--- src/rtl/vend_sequencer_if.sv ---
// Coin-slot, dispenser and hopper signals of the vend sequencer.
// master = the sequencer itself, slave = the front end and actuators around it.
interface vend_sequencer_if #(
    parameter int unsigned CREDIT_W = 6
);
    logic                nickel_i;
    logic                dime_i;
    logic                quarter_i;
    logic                cancel_i;
    logic                vend_ack_i;
    logic                change_ack_i;
    logic                coin_accept_o;
    logic                vend_req_o;
    logic                change_req_o;
    logic                soda_o;
    logic                reject_o;
    logic                busy_o;
    logic [CREDIT_W-1:0] credit_o;
    logic [2:0]          change_o;

    modport master (
        input  nickel_i, dime_i, quarter_i, cancel_i, vend_ack_i, change_ack_i,
        output coin_accept_o, vend_req_o, change_req_o, soda_o, reject_o, busy_o,
               credit_o, change_o
    );

    modport slave (
        output nickel_i, dime_i, quarter_i, cancel_i, vend_ack_i, change_ack_i,
        input  coin_accept_o, vend_req_o, change_req_o, soda_o, reject_o, busy_o,
               credit_o, change_o
    );
endinterface

--- src/rtl/vend_sequencer.sv ---
// Coin/soda control sequencer: accumulates credit, runs the dispenser req/ack handshake and
// returns change or refunds one nickel per hopper ack.
module vend_sequencer #(
    parameter int unsigned PRICE       = 20,
    parameter int unsigned CREDIT_W    = 6,
    parameter int unsigned TIMEOUT_CYC = 1000
) (
    input  logic             clk_i,
    input  logic             rst_i,
    vend_sequencer_if.master bus
);
    localparam logic [1:0] StIdle    = 2'd0;
    localparam logic [1:0] StCollect = 2'd1;
    localparam logic [1:0] StVend    = 2'd2;
    localparam logic [1:0] StChange  = 2'd3;

    localparam int unsigned TimerW = (TIMEOUT_CYC > 2) ? $clog2(TIMEOUT_CYC) : 1;
    localparam logic [TimerW-1:0]   TimerLast = TimerW'(TIMEOUT_CYC - 1);
    localparam logic [CREDIT_W-1:0] PriceVal  = CREDIT_W'(PRICE);
    localparam logic [CREDIT_W-1:0] Nickel    = CREDIT_W'(5);

    logic [1:0]          state_q, state_d;
    logic [CREDIT_W-1:0] credit_q, credit_d;
    logic [2:0]          change_q, change_d;
    logic [TimerW-1:0]   timer_q, timer_d;
    logic                soda_q, soda_d;
    logic                reject_q, reject_d;

    logic                coin_any;
    logic                coin_multi;
    logic                accepting;
    logic [CREDIT_W-1:0] coin_val;
    logic [CREDIT_W-1:0] credit_sum;

    assign coin_any   = bus.nickel_i | bus.dime_i | bus.quarter_i;
    assign coin_multi = (bus.nickel_i & bus.dime_i) | (bus.nickel_i & bus.quarter_i) |
                        (bus.dime_i & bus.quarter_i);
    assign accepting  = (state_q == StIdle) || (state_q == StCollect);
    assign credit_sum = credit_q + coin_val;

    always_comb begin
        coin_val = '0;
        if (bus.quarter_i) begin
            coin_val = CREDIT_W'(25);
        end else if (bus.dime_i) begin
            coin_val = CREDIT_W'(10);
        end else if (bus.nickel_i) begin
            coin_val = Nickel;
        end
    end

    always_comb begin
        state_d  = state_q;
        credit_d = credit_q;
        change_d = change_q;
        timer_d  = timer_q;
        soda_d   = 1'b0;
        // Losers of a multi-coin cycle and coins offered while the slot is shut are dropped.
        reject_d = coin_any & (coin_multi | ~accepting);

        case (state_q)
            StIdle: begin
                if (coin_any) begin
                    change_d = '0;
                    credit_d = coin_val;
                    timer_d  = '0;
                    state_d  = (coin_val >= PriceVal) ? StVend : StCollect;
                end
            end
            StCollect: begin
                if (coin_any) begin
                    credit_d = credit_sum;
                    timer_d  = '0;
                end else begin
                    timer_d = timer_q + 1'b1;
                end
                if (bus.cancel_i || (!coin_any && timer_q == TimerLast)) begin
                    state_d = StChange;
                    timer_d = '0;
                end else if (coin_any && credit_sum >= PriceVal) begin
                    state_d = StVend;
                    timer_d = '0;
                end
            end
            StVend: begin
                if (bus.vend_ack_i) begin
                    credit_d = credit_q - PriceVal;
                    soda_d   = 1'b1;
                    state_d  = (credit_q != PriceVal) ? StChange : StIdle;
                end
            end
            default: begin
                if (credit_q == '0) begin
                    state_d = StIdle;
                end else if (bus.change_ack_i) begin
                    credit_d = credit_q - Nickel;
                    if (change_q != 3'd7) begin
                        change_d = change_q + 1'b1;
                    end
                    if (credit_q == Nickel) begin
                        state_d = StIdle;
                    end
                end
            end
        endcase
    end

    always_ff @(posedge clk_i or posedge rst_i) begin
        if (rst_i) begin
            state_q  <= StIdle;
            credit_q <= '0;
            change_q <= '0;
            timer_q  <= '0;
            soda_q   <= 1'b0;
            reject_q <= 1'b0;
        end else begin
            state_q  <= state_d;
            credit_q <= credit_d;
            change_q <= change_d;
            timer_q  <= timer_d;
            soda_q   <= soda_d;
            reject_q <= reject_d;
        end
    end

    assign bus.coin_accept_o = accepting;
    assign bus.vend_req_o    = (state_q == StVend);
    assign bus.change_req_o  = (state_q == StChange) && (credit_q != '0);
    assign bus.soda_o        = soda_q;
    assign bus.reject_o      = reject_q;
    assign bus.busy_o        = (state_q != StIdle);
    assign bus.credit_o      = credit_q;
    assign bus.change_o      = change_q;
endmodule

--- src/flat_wrapper.sv ---
// flat-port wrapper written by rule: the top's interface ports become plain ports
module vend_sequencer_flat 
#(
    parameter int unsigned PRICE       = 20,
    parameter int unsigned CREDIT_W    = 6,
    parameter int unsigned TIMEOUT_CYC = 1000
)
  (clk_i, rst_i, bus_nickel_i, bus_dime_i, bus_quarter_i, bus_cancel_i, bus_vend_ack_i, bus_change_ack_i, bus_coin_accept_o, bus_vend_req_o, bus_change_req_o, bus_soda_o, bus_reject_o, bus_busy_o, bus_credit_o, bus_change_o);
  vend_sequencer_if #(.CREDIT_W(CREDIT_W)) bus_i ();
  input  logic clk_i;
  input  logic rst_i;
  input wire logic [$bits(bus_i.nickel_i)-1:0] bus_nickel_i;
  input wire logic [$bits(bus_i.dime_i)-1:0] bus_dime_i;
  input wire logic [$bits(bus_i.quarter_i)-1:0] bus_quarter_i;
  input wire logic [$bits(bus_i.cancel_i)-1:0] bus_cancel_i;
  input wire logic [$bits(bus_i.vend_ack_i)-1:0] bus_vend_ack_i;
  input wire logic [$bits(bus_i.change_ack_i)-1:0] bus_change_ack_i;
  output wire logic [$bits(bus_i.coin_accept_o)-1:0] bus_coin_accept_o;
  output wire logic [$bits(bus_i.vend_req_o)-1:0] bus_vend_req_o;
  output wire logic [$bits(bus_i.change_req_o)-1:0] bus_change_req_o;
  output wire logic [$bits(bus_i.soda_o)-1:0] bus_soda_o;
  output wire logic [$bits(bus_i.reject_o)-1:0] bus_reject_o;
  output wire logic [$bits(bus_i.busy_o)-1:0] bus_busy_o;
  output wire logic [$bits(bus_i.credit_o)-1:0] bus_credit_o;
  output wire logic [$bits(bus_i.change_o)-1:0] bus_change_o;
  assign bus_i.nickel_i = bus_nickel_i;
  assign bus_i.dime_i = bus_dime_i;
  assign bus_i.quarter_i = bus_quarter_i;
  assign bus_i.cancel_i = bus_cancel_i;
  assign bus_i.vend_ack_i = bus_vend_ack_i;
  assign bus_i.change_ack_i = bus_change_ack_i;
  assign bus_coin_accept_o = bus_i.coin_accept_o;
  assign bus_vend_req_o = bus_i.vend_req_o;
  assign bus_change_req_o = bus_i.change_req_o;
  assign bus_soda_o = bus_i.soda_o;
  assign bus_reject_o = bus_i.reject_o;
  assign bus_busy_o = bus_i.busy_o;
  assign bus_credit_o = bus_i.credit_o;
  assign bus_change_o = bus_i.change_o;
  vend_sequencer #(.PRICE(PRICE), .CREDIT_W(CREDIT_W), .TIMEOUT_CYC(TIMEOUT_CYC)) u_core (.clk_i(clk_i), .rst_i(rst_i), .bus(bus_i));
endmodule
--- config.mk ---
export PLATFORM = sky130hd
export DESIGN_NAME = vend_sequencer_flat
export DESIGN_NICKNAME = d
export VERILOG_FILES = /design/src/rtl/vend_sequencer_if.sv /design/src/rtl/vend_sequencer.sv /design/src/flat_wrapper.sv
export SDC_FILE = /design/constraint.sdc
export NUM_CORES = 1
export LEC_CHECK = 0
export ABC_AREA = 1
export BUFFER_PORTS_ARGS = -buffer_cell sky130_fd_sc_hd__clkbuf_2
export CAP_MARGIN = 30
export CORE_MARGIN = 4
export CORE_UTILIZATION = 58
export CTS_CLUSTER_SIZE = 25
export DETAILED_ROUTE_END_ITERATION = 8
export GPL_TIMING_DRIVEN = 1
export PLACE_DENSITY = 0.88
export SYNTH_ARGS = -nofsm -noshare
export SYNTH_HDL_FRONTEND = slang
export SYNTH_SLANG_ARGS = --single-unit
--- constraint.sdc ---
create_clock -name clk_i -period 2.1 [get_ports clk_i]
set_input_delay 0.105 -clock clk_i [delete_from_list [all_inputs] [get_ports clk_i]]
set_output_delay 0.105 -clock clk_i [all_outputs]
set_load 0.02 [all_outputs]
==> flow_summary.json <==
{
  "status": "finished clean",
  "fin_crit_ps": 1967,
  "start_util_pct": 60.98,
  "end_kind": "primary output",
  "finalNetCount": 321,
  "io_buffers": 22,
  "ioPinCount": 23,
  "clock_latency_ps": 320,
  "crit_path_max_fanout": 9,
  "fin_crit_sh_pct": 93.67,
  "syn_nets": 294,
  "tightest_slew_ps": 888.7,
  "synth_mux_area_share_pct": 0,
  "clkTransAtPathRegs_ps": 130,
  "drive_gt1_share_pct": 14.97,
  "min_path_type": "primary input to register",
  "setup_tns_ps": 0,
  "worstSetupStartpoint": "u_core.state_q[0]",
  "synth_top_family_by_area": "simple AND/OR/NAND/NOR gates",
  "grt_usage_pct": 22.70,
  "yosys.area_share.simple_pct": 30.20,
  "synth.largest_area_cell": "dfrtp_1",
  "htree_num_levels": 1,
  "seq_area_frac_synth_pct": 30.67,
  "slew_headroom_pct": 40.69,
  "final_common_cell": "nand2_1",
  "netlist.area_leader.share_pct": 30.67,
  "routabilityCongestion": 0.8839,
  "grt_overflow": 0,
  "cts_made_buffers": 3,
  "wl_microns": 4261,
  "layout_common_cells": "64 x nand2_1, 34 x inv_1, 28 x nor2_1",
  "hold_viol_final": 0,
  "coreArea_sq_mm": 0.003078,
  "critical_path_buf_inv_count": 2,
  "fin_ws_ps": 133.0,
  "leakage_nw": 1.117,
  "rsz0062_at_grt": "no",
  "ant_nets": 0,
  "hold_path.startpoint": "bus_nickel_i",
  "grt_pass1_wl_microns": 7500,
  "worstSetupPathType": "register to primary output",
  "cts_sinks": 23,
  "grt_max_degree": 24,
  "fin_skew_ps": 12.80,
  "row_count": 20,
  "synth_compound_area_share_pct": 14.27,
  "root_buffer": "clkbuf_4",
  "yosys_register_bits": 23,
  "synth_warnings": 0,
  "cts_buffer_depth": 2,
  "crit_chain": "ha_1, clkinv_1, a31oi_1, clkbuf_2",
  "tritoncts": "yes",
  "die_h_microns": 64.89,
  "arrival_ps": 1860,
  "synthTopCellsByArea": "dfrtp_1 31%, nand2_1 13%, ha_1 11%, inv_1 6.8%, nand3_1 6.1%",
  "path_delay_family": "buffers and inverters",
  "fmaxAchievable_mhz": 508.4,
  "areaGrowthSynthToFinish_pct": 10.67,
  "dp_hpwl_microns": 3325,
  "vias": 1826,
  "drt-initial-drc-count": 138,
  "synth.distinct_cells": 30,
  "netlist_area_sq_mm": 0.001877,
  "drc": 0,
  "power.total_mw": 2.859,
  "syn_area_per_cell_sq_um": 7.003,
  "start_kind": "register",
  "pre_cts_slack_ps": 173.6,
  "die_area_sq_mm": 0.004210,
  "powerDensity_mw_per_mm2": 1377,
  "drtPass1Iterations": 4,
  "synthAdderAreaFrac_pct": 12.40,
  "routed_via_density": 5.402,
  "n_antenna_cell": 0,
  "max-vdd-ir-drop_uv": 840.2,
  "slowest_stage": "dfrtp_1",
  "maxCapViolCount": 0,
  "antenna_found_initial": 0,
  "syn_inst": 268,
  "critPathMaxStageDelay_ps": 420,
  "synth_xor_area_share_pct": 3.267,
  "drt-wirelength-per-cell_microns": 12.61,
  "r2r_start": "u_core.bus.credit_o[0]",
  "grt_pass1_vias": 1684,
  "final_max_slew_viol_count": 0,
  "required_ps": 2000,
  "die_w_microns": 64.89,
  "setup_viol": 0
}
[cell type report]
cell class,count,area [sq um]
Fill cell,286,1001
Sequential cell,23,575.6
Clock buffer,4,26.28
Inverter,41,156.4
Tap cell,44,55.05
Multi-Input combinational cell,202,1136
Timing Repair Buffer,24,127.6
[what timing repair did]
item                                    4_1_cts  5_1_grt
endpoints found under the setup margin        0        1
setup buffers                                 0        1
hold endpoints to repair                     23        0
hold buffers                                  1        0
gates resized for setup                       0        1
[sequential cells by signal (all words and copies together), names as in the netlist]
name and cells:
u_core.timer_q 10, u_core.state_q 2, u_core.bus.change_o 3, u_core.bus.credit_o 6, u_core.bus.soda_o 1, u_core.bus.reject_o 1
[routing by layer]
layer / share of wire [%] / GRT usage (%)
met1: 46 / 31.85
met2: 45 / 34.48
met3: 6.8 / 4.159
met4: 1.9 / 8.707
met5: 0 / 0
[path summary, 6_finish.rpt]
kind	to	slack (ps)	cells after the start
setup / recovery	bus_change_req_o	130	4
hold / removal	u_core.bus.reject_o	30	3
setup reg to reg	u_core.state_q[0]	220	9
hold reg to reg	u_core.timer_q[1]	540	2
max in group asynchronous	u_core.timer_q[0]	1060	3
min in group asynchronous	u_core.timer_q[2]	490	3
[cell families (layout without fill, tap and decap cells)]
family / Yosys count / after routing
fa+ha+maj: 18 / 18
simple gates: 128 / 128
compound gates: 49 / 49
buf+inv: 43 / 69
flops: 23 / 23
xor+xnor: 7 / 7
[stage by stage]
step           instances  hold slack [ps]  area [sq um]  util, %
5_1_grt              338            17.52          2077    67.48
6_report             338            25.78          2077    67.48
2_1_floorplan        268            106.9          1877        -
4_1_cts              337            11.09          2062    66.99
3_3_place_gp         332            310.4          2026    65.81
3_5_place_dp         332            313.6          2026    65.81
[tightest hold or removal path: stages]
cell	delay, ps
clkbuf_2	90
nand2_1	60
a31oi_1	80
[Yosys cell counts]
library cell   n
a21boi_1       1
a21oi_1       15
a31oi_1        3
buf_2          1
buf_6          1
clkinv_1       1
dfrtp_1       23
fa_1           1
ha_1          17
inv_1         34
inv_2          5
inv_4          1
nand2_1       64
nand2_2        1
nand2_4        3
nand3_1       23
nand3_2        2
nand4_1        1
nor2_1        28
nor2_2         4
nor3_1         1
nor3_2         1
o211ai_1       3
o21ai_0       22
o21ai_1        2
o21bai_1       1
o22a_1         1
o31ai_1        1
xnor2_1        2
xor2_1         5
[report_power, final]
group	switching, mW	internal (mW)
logic	1.28	0.659
clock network	0.137	0.0745
registers	0.143	0.563
total	1.56	1.30
Power figures use the tool's default switching activity.
